<file path="src/rtl/ps2_host_tx.sv">
// PS/2 host-to-device transmitter: inhibits the bus, requests to send, then shifts one
// byte + odd parity + stop out on device clock falls and checks the device acknowledge.
module ps2_host_tx #(
    parameter int unsigned INHIBIT_CYCLES = 5000,
    parameter int unsigned START_TIMEOUT  = 750000,
    parameter int unsigned BIT_TIMEOUT    = 100000,
    parameter int unsigned FILTER_LEN     = 4
) (
    input  logic       clk50,
    input  logic       rst_n,
    input  logic [7:0] tx_data,
    input  logic       tx_valid,
    output logic       tx_ready,
    output logic       busy,
    input  logic       ps2_clk_in,
    input  logic       ps2_dat_in,
    output logic       ps2_clk_oe,
    output logic       ps2_dat_oe,
    output logic       done,
    output logic       ack_ok,
    output logic       err_noack,
    output logic       err_timeout
);
    localparam int unsigned MaxTo    = (START_TIMEOUT > BIT_TIMEOUT) ? START_TIMEOUT : BIT_TIMEOUT;
    localparam int unsigned TimerMax = (MaxTo > INHIBIT_CYCLES) ? MaxTo : INHIBIT_CYCLES;
    localparam int unsigned TW       = $clog2(TimerMax + 1);
    localparam int unsigned FW       = (FILTER_LEN > 1) ? $clog2(FILTER_LEN) : 1;

    localparam logic [TW-1:0] InhibitLast = TW'(INHIBIT_CYCLES - 1);
    localparam logic [TW-1:0] StartLast   = TW'(START_TIMEOUT - 1);
    localparam logic [TW-1:0] BitLast     = TW'(BIT_TIMEOUT - 1);

    typedef enum logic [2:0] {
        StIdle, StInhibit, StRts, StData, StWaitIdle, StDone
    } state_e;

    state_e        state_q, state_d;
    logic [TW-1:0] timer_q, timer_d;
    logic [3:0]    edge_q, edge_d;
    logic [9:0]    shift_q, shift_d;
    logic          drive_q, drive_d;
    logic          ack_q, ack_d, noack_q, noack_d, to_q, to_d;

    logic          clk_s1, clk_s2, dat_s1, dat_s2;
    logic [FW-1:0] filt_cnt_q;
    logic          filt_clk_q, filt_take, fall;
    logic [TW-1:0] timer_last;
    logic          timeout;

    always_ff @(posedge clk50 or negedge rst_n) begin
        if (!rst_n) begin
            clk_s1 <= 1'b1;
            clk_s2 <= 1'b1;
            dat_s1 <= 1'b1;
            dat_s2 <= 1'b1;
        end else begin
            clk_s1 <= ps2_clk_in;
            clk_s2 <= clk_s1;
            dat_s1 <= ps2_dat_in;
            dat_s2 <= dat_s1;
        end
    end

    // A new clock level is taken only after FILTER_LEN consecutive differing samples.
    assign filt_take = (clk_s2 != filt_clk_q) && (filt_cnt_q == FW'(FILTER_LEN - 1));
    assign fall      = filt_take && !clk_s2;

    always_ff @(posedge clk50 or negedge rst_n) begin
        if (!rst_n) begin
            filt_cnt_q <= '0;
            filt_clk_q <= 1'b1;
        end else if (clk_s2 == filt_clk_q) begin
            filt_cnt_q <= '0;
        end else if (filt_take) begin
            filt_cnt_q <= '0;
            filt_clk_q <= clk_s2;
        end else begin
            filt_cnt_q <= filt_cnt_q + FW'(1);
        end
    end

    // Until the first device fall the long start timeout applies.
    assign timer_last = (edge_q == 4'd0) ? StartLast : BitLast;
    assign timeout    = (timer_q >= timer_last);

    always_comb begin
        state_d     = state_q;
        timer_d     = timer_q;
        edge_d      = edge_q;
        shift_d     = shift_q;
        drive_d     = drive_q;
        ack_d       = ack_q;
        noack_d     = noack_q;
        to_d        = to_q;
        tx_ready    = (state_q == StIdle);
        busy        = (state_q != StIdle);
        done        = (state_q == StDone);
        ps2_clk_oe  = (state_q == StInhibit) || (state_q == StRts);
        ps2_dat_oe  = (state_q == StRts) ||
                      ((state_q == StData) && drive_q && !(timeout && !fall));

        unique case (state_q)
            StIdle: begin
                if (tx_valid) begin
                    shift_d = {1'b1, ~^tx_data, tx_data};
                    timer_d = '0;
                    ack_d   = 1'b0;
                    noack_d = 1'b0;
                    to_d    = 1'b0;
                    state_d = StInhibit;
                end
            end
            StInhibit: begin
                if (timer_q >= InhibitLast) begin
                    state_d = StRts;
                end else begin
                    timer_d = timer_q + TW'(1);
                end
            end
            StRts: begin
                timer_d = '0;
                edge_d  = 4'd0;
                drive_d = 1'b1;
                state_d = StData;
            end
            StData: begin
                if (fall) begin
                    edge_d  = edge_q + 4'd1;
                    timer_d = TW'(1);
                    if (edge_q == 4'd10) begin
                        ack_d   = !dat_s2;
                        noack_d = dat_s2;
                        state_d = StWaitIdle;
                    end else begin
                        drive_d = ~shift_q[0];
                        shift_d = {1'b0, shift_q[9:1]};
                    end
                end else if (timeout) begin
                    to_d    = 1'b1;
                    drive_d = 1'b0;
                    state_d = StDone;
                end else if (timer_q != TW'(TimerMax)) begin
                    timer_d = timer_q + TW'(1);
                end
            end
            StWaitIdle: begin
                if (filt_clk_q && dat_s2) begin
                    state_d = StDone;
                end else if (timeout) begin
                    to_d    = 1'b1;
                    ack_d   = 1'b0;
                    state_d = StDone;
                end else if (timer_q != TW'(TimerMax)) begin
                    timer_d = timer_q + TW'(1);
                end
            end
            StDone: begin
                state_d = StIdle;
            end
            default: begin
                state_d = StIdle;
            end
        endcase
    end

    always_ff @(posedge clk50 or negedge rst_n) begin
        if (!rst_n) begin
            state_q <= StIdle;
            timer_q <= '0;
            edge_q  <= '0;
            shift_q <= '0;
            drive_q <= 1'b0;
            ack_q   <= 1'b0;
            noack_q <= 1'b0;
            to_q    <= 1'b0;
        end else begin
            state_q <= state_d;
            timer_q <= timer_d;
            edge_q  <= edge_d;
            shift_q <= shift_d;
            drive_q <= drive_d;
            ack_q   <= ack_d;
            noack_q <= noack_d;
            to_q    <= to_d;
        end
    end

    assign ack_ok      = ack_q;
    assign err_noack   = noack_q;
    assign err_timeout = to_q;

endmodule

</file>
<file path="config.mk">
export PLATFORM = sky130hd
export DESIGN_NAME = ps2_host_tx
export DESIGN_NICKNAME = d
export VERILOG_FILES = /design/src/rtl/ps2_host_tx.sv
export SDC_FILE = /design/constraint.sdc
export NUM_CORES = 1
export LEC_CHECK = 0
export ABC_CLOCK_PERIOD_IN_PS = 3600
export CORE_ASPECT_RATIO = 1.75
export CORE_MARGIN = 2
export CORE_UTILIZATION = 50
export CTS_BUF_LIST = sky130_fd_sc_hd__clkbuf_16
export DETAILED_ROUTE_END_ITERATION = 16
export GPL_ROUTABILITY_DRIVEN = 1
export PLACE_DENSITY_LB_ADDON = 0.15
export SLEW_MARGIN = 10
export SYNTH_ARGS = -nofsm -noshare
export SYNTH_HDL_FRONTEND = slang
export SYNTH_SLANG_ARGS = --single-unit
</file>
<file path="constraint.sdc">
create_clock -name clk50 -period 3.6 [get_ports clk50]
set_input_delay 0.54 -clock clk50 [delete_from_list [all_inputs] [get_ports clk50]]
set_output_delay 0.54 -clock clk50 [all_outputs]
set_load 0.1 [all_outputs]
</file>
==> metrics.log, run 1 <==
INFO  metric power.total = 0.00250 W
INFO  metric worst_slew_pin_slew = 0.969 ns
INFO  metric setup_viol = 0
INFO  metric grt_antenna_before_repair = 0
INFO  metric final_cell_mix = sky130_fd_sc_hd__dfrtp_1, sky130_fd_sc_hd__nand2_1, sky130_fd_sc_hd__nor2_1
INFO  metric slowest_stage_delay_on_critical_path = approximately 0.42 ns
INFO  metric max_cap_violations = 0
INFO  metric wl_met3 = approximately 330 um
INFO  metric floorplan.die.height = between 100 and 150 um
INFO  metric timing.final.crit_share = 0.937
INFO  metric antennaDiodeCount = 0
INFO  metric ctsRootBufferMaster = sky130_fd_sc_hd__clkbuf_16
INFO  metric slew_headroom = 0.352
INFO  metric yosysWarnings = 0
INFO  metric area.growth.synth_to_final = 15.7%
INFO  metric drive_above_1_share = 0.117
INFO  metric avgViaCountPerCell = approximately 6.3
INFO  metric route.met2.wl = 4950 um
INFO  metric layout.nets = roughly 430
INFO  metric finalHoldViolations = 0
INFO  metric clock-skew-final = between 0.004 and 0.005 ns
INFO  metric floorplan.core_area = ~6200 sq um
INFO  metric drt-met1-wl = between 3000 and 4000 um
INFO  metric numCtsBuffers = 5
INFO  metric final_common_cell = sky130_fd_sc_hd__dfrtp_1
INFO  metric critical-path-slowest-cell = sky130_fd_sc_hd__dfrtp_1
INFO  metric worstPathArrival = ~2.8 ns
INFO  metric post_synth.cell_area_avg = ~8.6 sq um
INFO  metric place_congestion = just under 0.9
INFO  metric tritoncts = built
INFO  metric cts_post_setup_buffers_inserted = 0
INFO  metric total_negative_slack = 0 ns
INFO  metric netlist_area_pre_place = approximately 3300 sq um
INFO  metric number_of_top_level_pins = 21
INFO  metric floorplan.die.width = 65.0 um
INFO  metric period_minus_slack = roughly 3.4 ns
INFO  metric clockBufferDepth = 2
INFO  metric cp-start-kind = register
INFO  metric critical_path_peak_fanout = 13
INFO  metric synth.yosys.seq_area_share = 0.371
INFO  metric fillCellCount = approximately 550
INFO  metric number_of_port_buffers = 20
INFO  metric grt_usage = 0.268
INFO  metric critPathRequiredTime = between 3 and 4 ns
INFO  metric finalWorstSetupSlack = 0.228 ns
INFO  metric yosys.cell_types.count = 60
INFO  metric clock_latency_reported_for_the_late_side_of_the_worst_skew_pair = around 0.29 ns
INFO  metric multi_input_area = 1940 sq um
INFO  metric leakagePower = roughly 1.6 nW
INFO  metric r2r_start = edge_q[0]$_DFFE_PN0P_
INFO  metric synth-edff-count = 0
INFO  metric finalWirelength = about 9000 um
INFO  metric synth_nets = 405
INFO  metric timing_worst_setup_path_type = register to output pin
INFO  metric synth-seq-cells = 48
INFO  metric detail_route.iter0.violations = ~260
INFO  metric critical_path.cell_chain = inv_1, ha_1, nor3b_4, inv_4, ha_1, nand4_1, o21ai_0, o2111ai_1, o211ai_2, nand2_1, nand2_1, a21oi_4, buf_12
INFO  metric rows = 38
INFO  metric num_vias = 3,021
INFO  metric clk_pin_slew_worst_setup_hold_paths = around 0.070 ns
INFO  metric start_util = 0.522
INFO  metric clock_sinks = between 40 and 50
INFO  metric cp_startpoint = edge_q[0]$_DFFE_PN0P_
INFO  metric pin_count_of_the_biggest_net_entering_global_routing = 32
INFO  metric first_pass_iters = 4
INFO  metric die_area = 7190 sq um
INFO  metric ant_nets = 0
INFO  metric synth_async_sr_flop_share = 1.00
INFO  metric critPathCaptureType = output pin
INFO  metric dpl_worst_slack = between 0.07 and 0.08 ns
INFO  metric cts_hold_buffers = 0
INFO  metric cp_num_buf_inv = 3
INFO  metric drc = 0
INFO  metric overflow = 0
INFO  metric htreeDepth = 2
INFO  metric outcome = finished, final reports clean
INFO  metric fmax = 297 MHz
INFO  metric detailedPlacementHpwl = roughly 6800 um
INFO  metric grt_pass1_wl = about 15,000 um
INFO  metric holdCritPathClass = input port to async pin
INFO  metric total_power_per_unit_cell_area = 665 nW/um^2
INFO  metric postSynth.topFlopCell = sky130_fd_sc_hd__dfrtp_1
INFO  metric cell_class_contributing_the_biggest_share_of_worst_path_delay = simple AND/OR/NAND/NOR gates
INFO  metric routed.top_layer = met4
INFO  metric number_of_max_slew_violations_in_the_final_report = 0
INFO  metric grt_setup_unrepaired = false
INFO  metric ir_drop = about 0.00057 V
INFO  metric via_count_of_the_first_global_routing_pass = about 3,200
INFO  metric routed_wire_length_per_instance = 18.7 um
INFO  metric ff_latch_area = 1210 sq um
INFO  metric synthesis.instances = 379
## metrics by stage
stage                     instance area [sq um]   util  hold WS (ns)  instances
after CTS                                  3750  0.603         0.174        483
after global routing                       3760  0.604         0.195        483
final                                      3760  0.604         0.158        483
after global placement                     3590  0.576         0.345        475
after detailed placement                   3590  0.576         0.347        475
after floorplan                            3260      -         0.244        379
## logic make-up (layout without fill, tap and decap cells)
family                     Yosys count  count (layout)  share of synthesized area
AOI/OAI and AO/OA                  106             106                      0.223
xor gates and xnor gates            11              11                     0.0296
adders and majority gates           13              13                     0.0500
buffers and inverters               31              55                     0.0389
DFF                                 48              48                      0.371
muxes                               12              12                     0.0381
and+or+nand+nor                    158             158                      0.249
## layer usage
| metal | vias up | track usage |
|---|---|---|
| li1 | 1436 | - |
| met1 | 1431 | 0.266 |
| met2 | 108 | 0.483 |
| met3 | 46 | 0.0406 |
| met4 | 0 | 0.193 |
| met5 | - | 0 |
## path summary, 6_finish.rpt
path	to	cells past startpoint	slack, ns
max	ps2_dat_oe	13	0.23
min	timer_q[1]$_DFFE_PN0P_	1	0.16
max reg2reg	timer_q[3]$_DFFE_PN0P_	12	0.41
min reg2reg	clk_s2$_DFF_PN1_	0	0.36
max in group asynchronous	state_q[2]$_DFFE_PN0P_	2	2.68
min in group clk50	clk_s2$_DFF_PN1_	0	0.36
## cells in the mapped netlist, types with 2 or more instances
library cell | count | share of area
sky130_fd_sc_hd__xnor2_1 | 10 | 0.027
sky130_fd_sc_hd__a31oi_1 | 2 | 0.0038
sky130_fd_sc_hd__nor3_1 | 13 | 0.020
sky130_fd_sc_hd__o21a_1 | 2 | 0.0046
sky130_fd_sc_hd__inv_1 | 12 | 0.014
sky130_fd_sc_hd__a21o_1 | 3 | 0.0069
sky130_fd_sc_hd__nand2b_1 | 6 | 0.012
sky130_fd_sc_hd__o311ai_0 | 3 | 0.0081
sky130_fd_sc_hd__clkbuf_1 | 11 | 0.013
sky130_fd_sc_hd__o211ai_1 | 3 | 0.0069
sky130_fd_sc_hd__nor2_1 | 40 | 0.046
sky130_fd_sc_hd__and3b_1 | 3 | 0.0081
sky130_fd_sc_hd__a21oi_1 | 21 | 0.032
sky130_fd_sc_hd__nand3_1 | 17 | 0.026
sky130_fd_sc_hd__and3_1 | 3 | 0.0058
sky130_fd_sc_hd__a22o_1 | 4 | 0.011
sky130_fd_sc_hd__mux2i_1 | 9 | 0.028
sky130_fd_sc_hd__a22oi_1 | 3 | 0.0069
sky130_fd_sc_hd__buf_2 | 5 | 0.0077
sky130_fd_sc_hd__o41ai_1 | 2 | 0.0054
sky130_fd_sc_hd__and2_1 | 3 | 0.0058
sky130_fd_sc_hd__ha_1 | 13 | 0.050
sky130_fd_sc_hd__nand4b_1 | 3 | 0.0081
sky130_fd_sc_hd__o21ai_0 | 28 | 0.043
sky130_fd_sc_hd__nor2b_1 | 6 | 0.012
sky130_fd_sc_hd__mux2_2 | 3 | 0.010
sky130_fd_sc_hd__nand2_1 | 42 | 0.048
sky130_fd_sc_hd__dfstp_2 | 5 | 0.040
sky130_fd_sc_hd__nor4_1 | 7 | 0.013
sky130_fd_sc_hd__a211oi_1 | 2 | 0.0046
sky130_fd_sc_hd__nand4_1 | 4 | 0.0077
sky130_fd_sc_hd__or4_1 | 3 | 0.0069
sky130_fd_sc_hd__dfrtp_1 | 43 | 0.33
sky130_fd_sc_hd__o31ai_1 | 18 | 0.042
sky130_fd_sc_hd__nor3b_2 | 2 | 0.0077
## final cells by class
class	instances	area share
Tap cell	80	0.0266
Multi-Input combinational cell	300	0.514
Timing Repair Buffer	34	0.0798
Clock buffer	5	0.0333
Inverter	13	0.0136
Sequential cell	48	0.321
Clock inverter	3	0.0113
## sequential cells by signal, indices dropped and copies added, names as in the netlist
signal	flops
ack_ok	1
clk_s1	1
clk_s2	1
dat_s1	1
dat_s2	1
drive_q	1
edge_q	4
err_noack	1
err_timeout	1
filt_clk_q	1
filt_cnt_q	2
shift_q	10
state_q	3
timer_q	20
## what timing repair did
item | 4_1_cts | 5_1_grt
gates resized for setup | 1 | 3
setup endpoints to repair | 1 | 1
pin swaps | 0 | 1
## power breakdown
group	total, W	internal (W)	switching [W]	leakage, nW
Clock	0.000544	0.000327	0.000217	0.0814
Sequential	0.000776	0.000645	0.000131	0.619
Combinational	0.00118	0.000426	0.000755	0.906
(Power assumes the default switching activity.)
==> run 2, diff against run 1 <==
- CORE_MARGIN: 2 -> unset
- TNS_END_PERCENT: unset -> 20
==> run 2 against run 1 <==
Compared with the run above:
- sequential cell count did not move
- clock-buffer cell count stayed put
- highest routed layer unchanged
- global-route usage rose by 0.13 points
- largest power group unchanged
- die area shrank 4.8%
- non-clock buffer count unchanged
- clock power is 12% lower
- fmax rose by 0.17%
==> metrics.log, run 2 (synthesis gave the netlist of run 1 again) <==
INFO  metric timing.final.crit_share = 0.935 (-0.00159)
INFO  metric ant_nets = 0 (unchanged)
INFO  metric largest_register_ffs = 20 (unchanged)
INFO  metric worstRegToRegCells = 12 (unchanged)
INFO  metric grt_setup_unrepaired = false
INFO  metric grt_usage = 0.269 (+0.00135)
INFO  metric drive_above_1_share = 0.119 (+0.00248)
INFO  metric clock_sinks = 48 (unchanged)
INFO  metric ir_drop = 0.000688 V (+22%)
INFO  metric final_cell_mix = sky130_fd_sc_hd__dfrtp_1, sky130_fd_sc_hd__nand2_1, sky130_fd_sc_hd__nor2_1
INFO  metric clock-skew-final = 0.00412 ns (-0.000456 ns)
INFO  metric grt_antenna_before_repair = 0 (unchanged)
INFO  metric antennaDiodeCount = 0 (unchanged)
INFO  metric ctsRootBufferMaster = sky130_fd_sc_hd__clkbuf_16
INFO  metric total_negative_slack = 0 ns (unchanged)
INFO  metric cts.repair.resized = 1 (unchanged)
INFO  metric routed.top_layer = met4
INFO  metric clockBufferDepth = 2 (unchanged)
INFO  metric period_minus_slack = 3.37 ns (-0.00572 ns)
INFO  metric drt-met1-wl = 3220 um (-0.15%)
INFO  metric route.met2.wl = 4620 um (-6.6%)
INFO  metric wl_met3 = 218 um (-34%)
INFO  metric internal-power = 0.00134 W (-4.4%)
INFO  metric rows = 38 (unchanged)
INFO  metric fmax = 297 MHz (+0.17%)
INFO  metric finalWorstSetupSlack = 0.234 ns (+0.00572 ns)
INFO  metric dpl_worst_slack = 0.311 ns (+0.231 ns)
INFO  metric outcome = finished, final reports clean
INFO  metric num_vias = 2,969 (-1.7%)
INFO  metric leakagePower = 1.60 nW (-0.62%)
INFO  metric combinationalPowerShare = 0.490 (+0.018)
INFO  metric drc = 0 (unchanged)
INFO  metric holdCritPathClass = input port to async pin
INFO  metric tritoncts = built
INFO  metric cts_post_setup_buffers_inserted = 0 (unchanged)
INFO  metric power.share.sequential = 0.312 (about the same)
INFO  metric critPathCaptureType = output pin
INFO  metric first_pass_iters = 4 (unchanged)
INFO  metric timing_worst_setup_path_type = register to output pin
INFO  metric critical_path_peak_fanout = 9 (-4)
INFO  metric setup_viol = 0 (unchanged)
INFO  metric routed_wire_length_per_instance = 17.7 um (-5.5%)
INFO  metric floorplan.die.height = 109 um (-1.8%)
INFO  metric finalWirelength = 8540 um (-5.5%)
INFO  metric top_regs = timer_q x20, shift_q x10, edge_q x4
INFO  metric max_cap_violations = 0 (unchanged)
INFO  metric netSwitchingPower = 0.00109 W (-1.2%)
INFO  metric total_power_per_unit_cell_area = 648 nW/um^2 (-2.5%)
INFO  metric final_common_cell = sky130_fd_sc_hd__dfrtp_1
INFO  metric detailedPlacementHpwl = 6500 um (-4.9%)
INFO  metric avgViaCountPerCell = 6.15 (-1.7%)
INFO  metric cts_hold_buffers = 0 (unchanged)
INFO  metric clk_pin_slew_worst_setup_hold_paths = 0.07 ns (about the same)
INFO  metric die_area = 6840 sq um (-4.8%)
INFO  metric start_util = 0.522 (unchanged)
INFO  metric number_of_max_slew_violations_in_the_final_report = 0 (unchanged)
INFO  metric detail_route.iter0.violations = 228 (-13%)
INFO  metric overflow = 0 (unchanged)
INFO  metric clock_power_share = 0.198 (-0.019)
INFO  metric layout.nets = 428 (unchanged)
INFO  metric worstPathArrival = 2.83 ns (about the same)
INFO  metric area.growth.synth_to_final = 15.1%
INFO  metric floorplan.die.width = 63.0 um (-3.1%)
INFO  metric number_of_top_level_pins = 21 (unchanged)
INFO  metric via_count_of_the_first_global_routing_pass = 2,929 (-7.2%)
INFO  metric finish.instance_area = 3740 sq um (-0.50%)
INFO  metric switching_share = 0.449 (+0.00814)
INFO  metric worst_slew_pin_slew = 1.02 ns (+0.0521 ns)
INFO  metric placed_instance_area = 3590 sq um (unchanged)
INFO  metric floorplan.core_area = 6230 sq um (unchanged)
INFO  metric pin_count_of_the_biggest_net_entering_global_routing = 32 (unchanged)
INFO  metric cp-start-kind = register
INFO  metric slew_headroom = 0.319 (-0.0327)
INFO  metric place_congestion = 0.895 (+0.52%)
INFO  metric grt_pass1_wl = 14,000 um (-5.9%)
INFO  metric finalHoldViolations = 0 (unchanged)
INFO  metric number_of_port_buffers = 20 (unchanged)
INFO  metric regMostFlops = timer_q
INFO  metric numCtsBuffers = 5 (unchanged)
INFO  metric critPathRequiredTime = 3.06 ns (about the same)
INFO  metric htreeDepth = 2 (unchanged)
INFO  metric clock_latency_reported_for_the_late_side_of_the_worst_skew_pair = 0.30 ns (about the same)
run 2: cell types whose count changed in the layout (fill, tap and decap cells not counted), sizes merged:
cell    change
clkinv      -1
bufinv      -1
inv         +2
run 2: per-stage QoR:
step | total power (W) | cells | utilization | hold WS (ns)
floorplan | 0.00161 | 379 | - | 0.244
CTS | 0.00244 | 483 | 0.599 | 0.318
global placement | 0.00194 | 475 | 0.576 | 0.346
detailed placement | 0.00195 | 475 | 0.576 | 0.348
finish | 0.00243 | 483 | 0.601 | 0.290
global route | 0.00259 | 483 | 0.601 | 0.351
run 2: final timing paths:
kind | from | end | slack, ns
min reg2reg | clk_s1$_DFF_PN1_ | clk_s2$_DFF_PN1_ | 0.36
min | rst_n | timer_q[19]$_DFFE_PN0P_ | 0.29
max in group asynchronous | rst_n | shift_q[1]$_DFFE_PN0P_ | 2.59
min in group clk50 | clk_s1$_DFF_PN1_ | clk_s2$_DFF_PN1_ | 0.36
max | edge_q[0]$_DFFE_PN0P_ | ps2_dat_oe | 0.23
max reg2reg | edge_q[0]$_DFFE_PN0P_ | timer_q[15]$_DFFE_PN0P_ | 0.68
run 2: layout make-up:
| type | instances | area [sq um] |
|---|---|---|
| fillers | 558 | 2480 |
| repair buffers | 34 | 300 |
| clock inverters | 3 | 21.3 |
| flip-flops and latches | 48 | 1210 |
| clock buffers | 5 | 125 |
| inverters | 13 | 51.3 |
| well taps | 80 | 100 |
| multi-input cells | 300 | 1940 |
run 2: power by group through the flow:
stage	clock network (W)	registers, W	logic, W
final	0.000480	0.000758	0.00119
after global routing	0.000509	0.000774	0.00131
after CTS	0.000496	0.000756	0.00119
after detailed placement	0	0.000766	0.00118
after global placement	0	0.000762	0.00117
after floorplan	0	0.000715	0.000891
run 2: worst max-delay path: stages, from the launching register on:
cell                       delay [ns]
sky130_fd_sc_hd__dfrtp_1         0.41
sky130_fd_sc_hd__inv_1           0.10
sky130_fd_sc_hd__ha_1            0.15
sky130_fd_sc_hd__nor3b_4         0.27
sky130_fd_sc_hd__inv_4           0.10
sky130_fd_sc_hd__ha_1            0.32
sky130_fd_sc_hd__a21oi_1         0.17
sky130_fd_sc_hd__a221oi_1        0.09
sky130_fd_sc_hd__nor2_1          0.19
sky130_fd_sc_hd__o211ai_2        0.12
sky130_fd_sc_hd__nand2_1         0.12
sky130_fd_sc_hd__nand2_1         0.12
sky130_fd_sc_hd__a21oi_4         0.19
sky130_fd_sc_hd__buf_12          0.19
run 2: metal layers:
metal | track usage | vias to the layer above
met3 | 0.0439 | 32
met4 | 0.186 | 0
li1 | - | 1443
met5 | 0 | -
met1 | 0.269 | 1425
met2 | 0.499 | 69
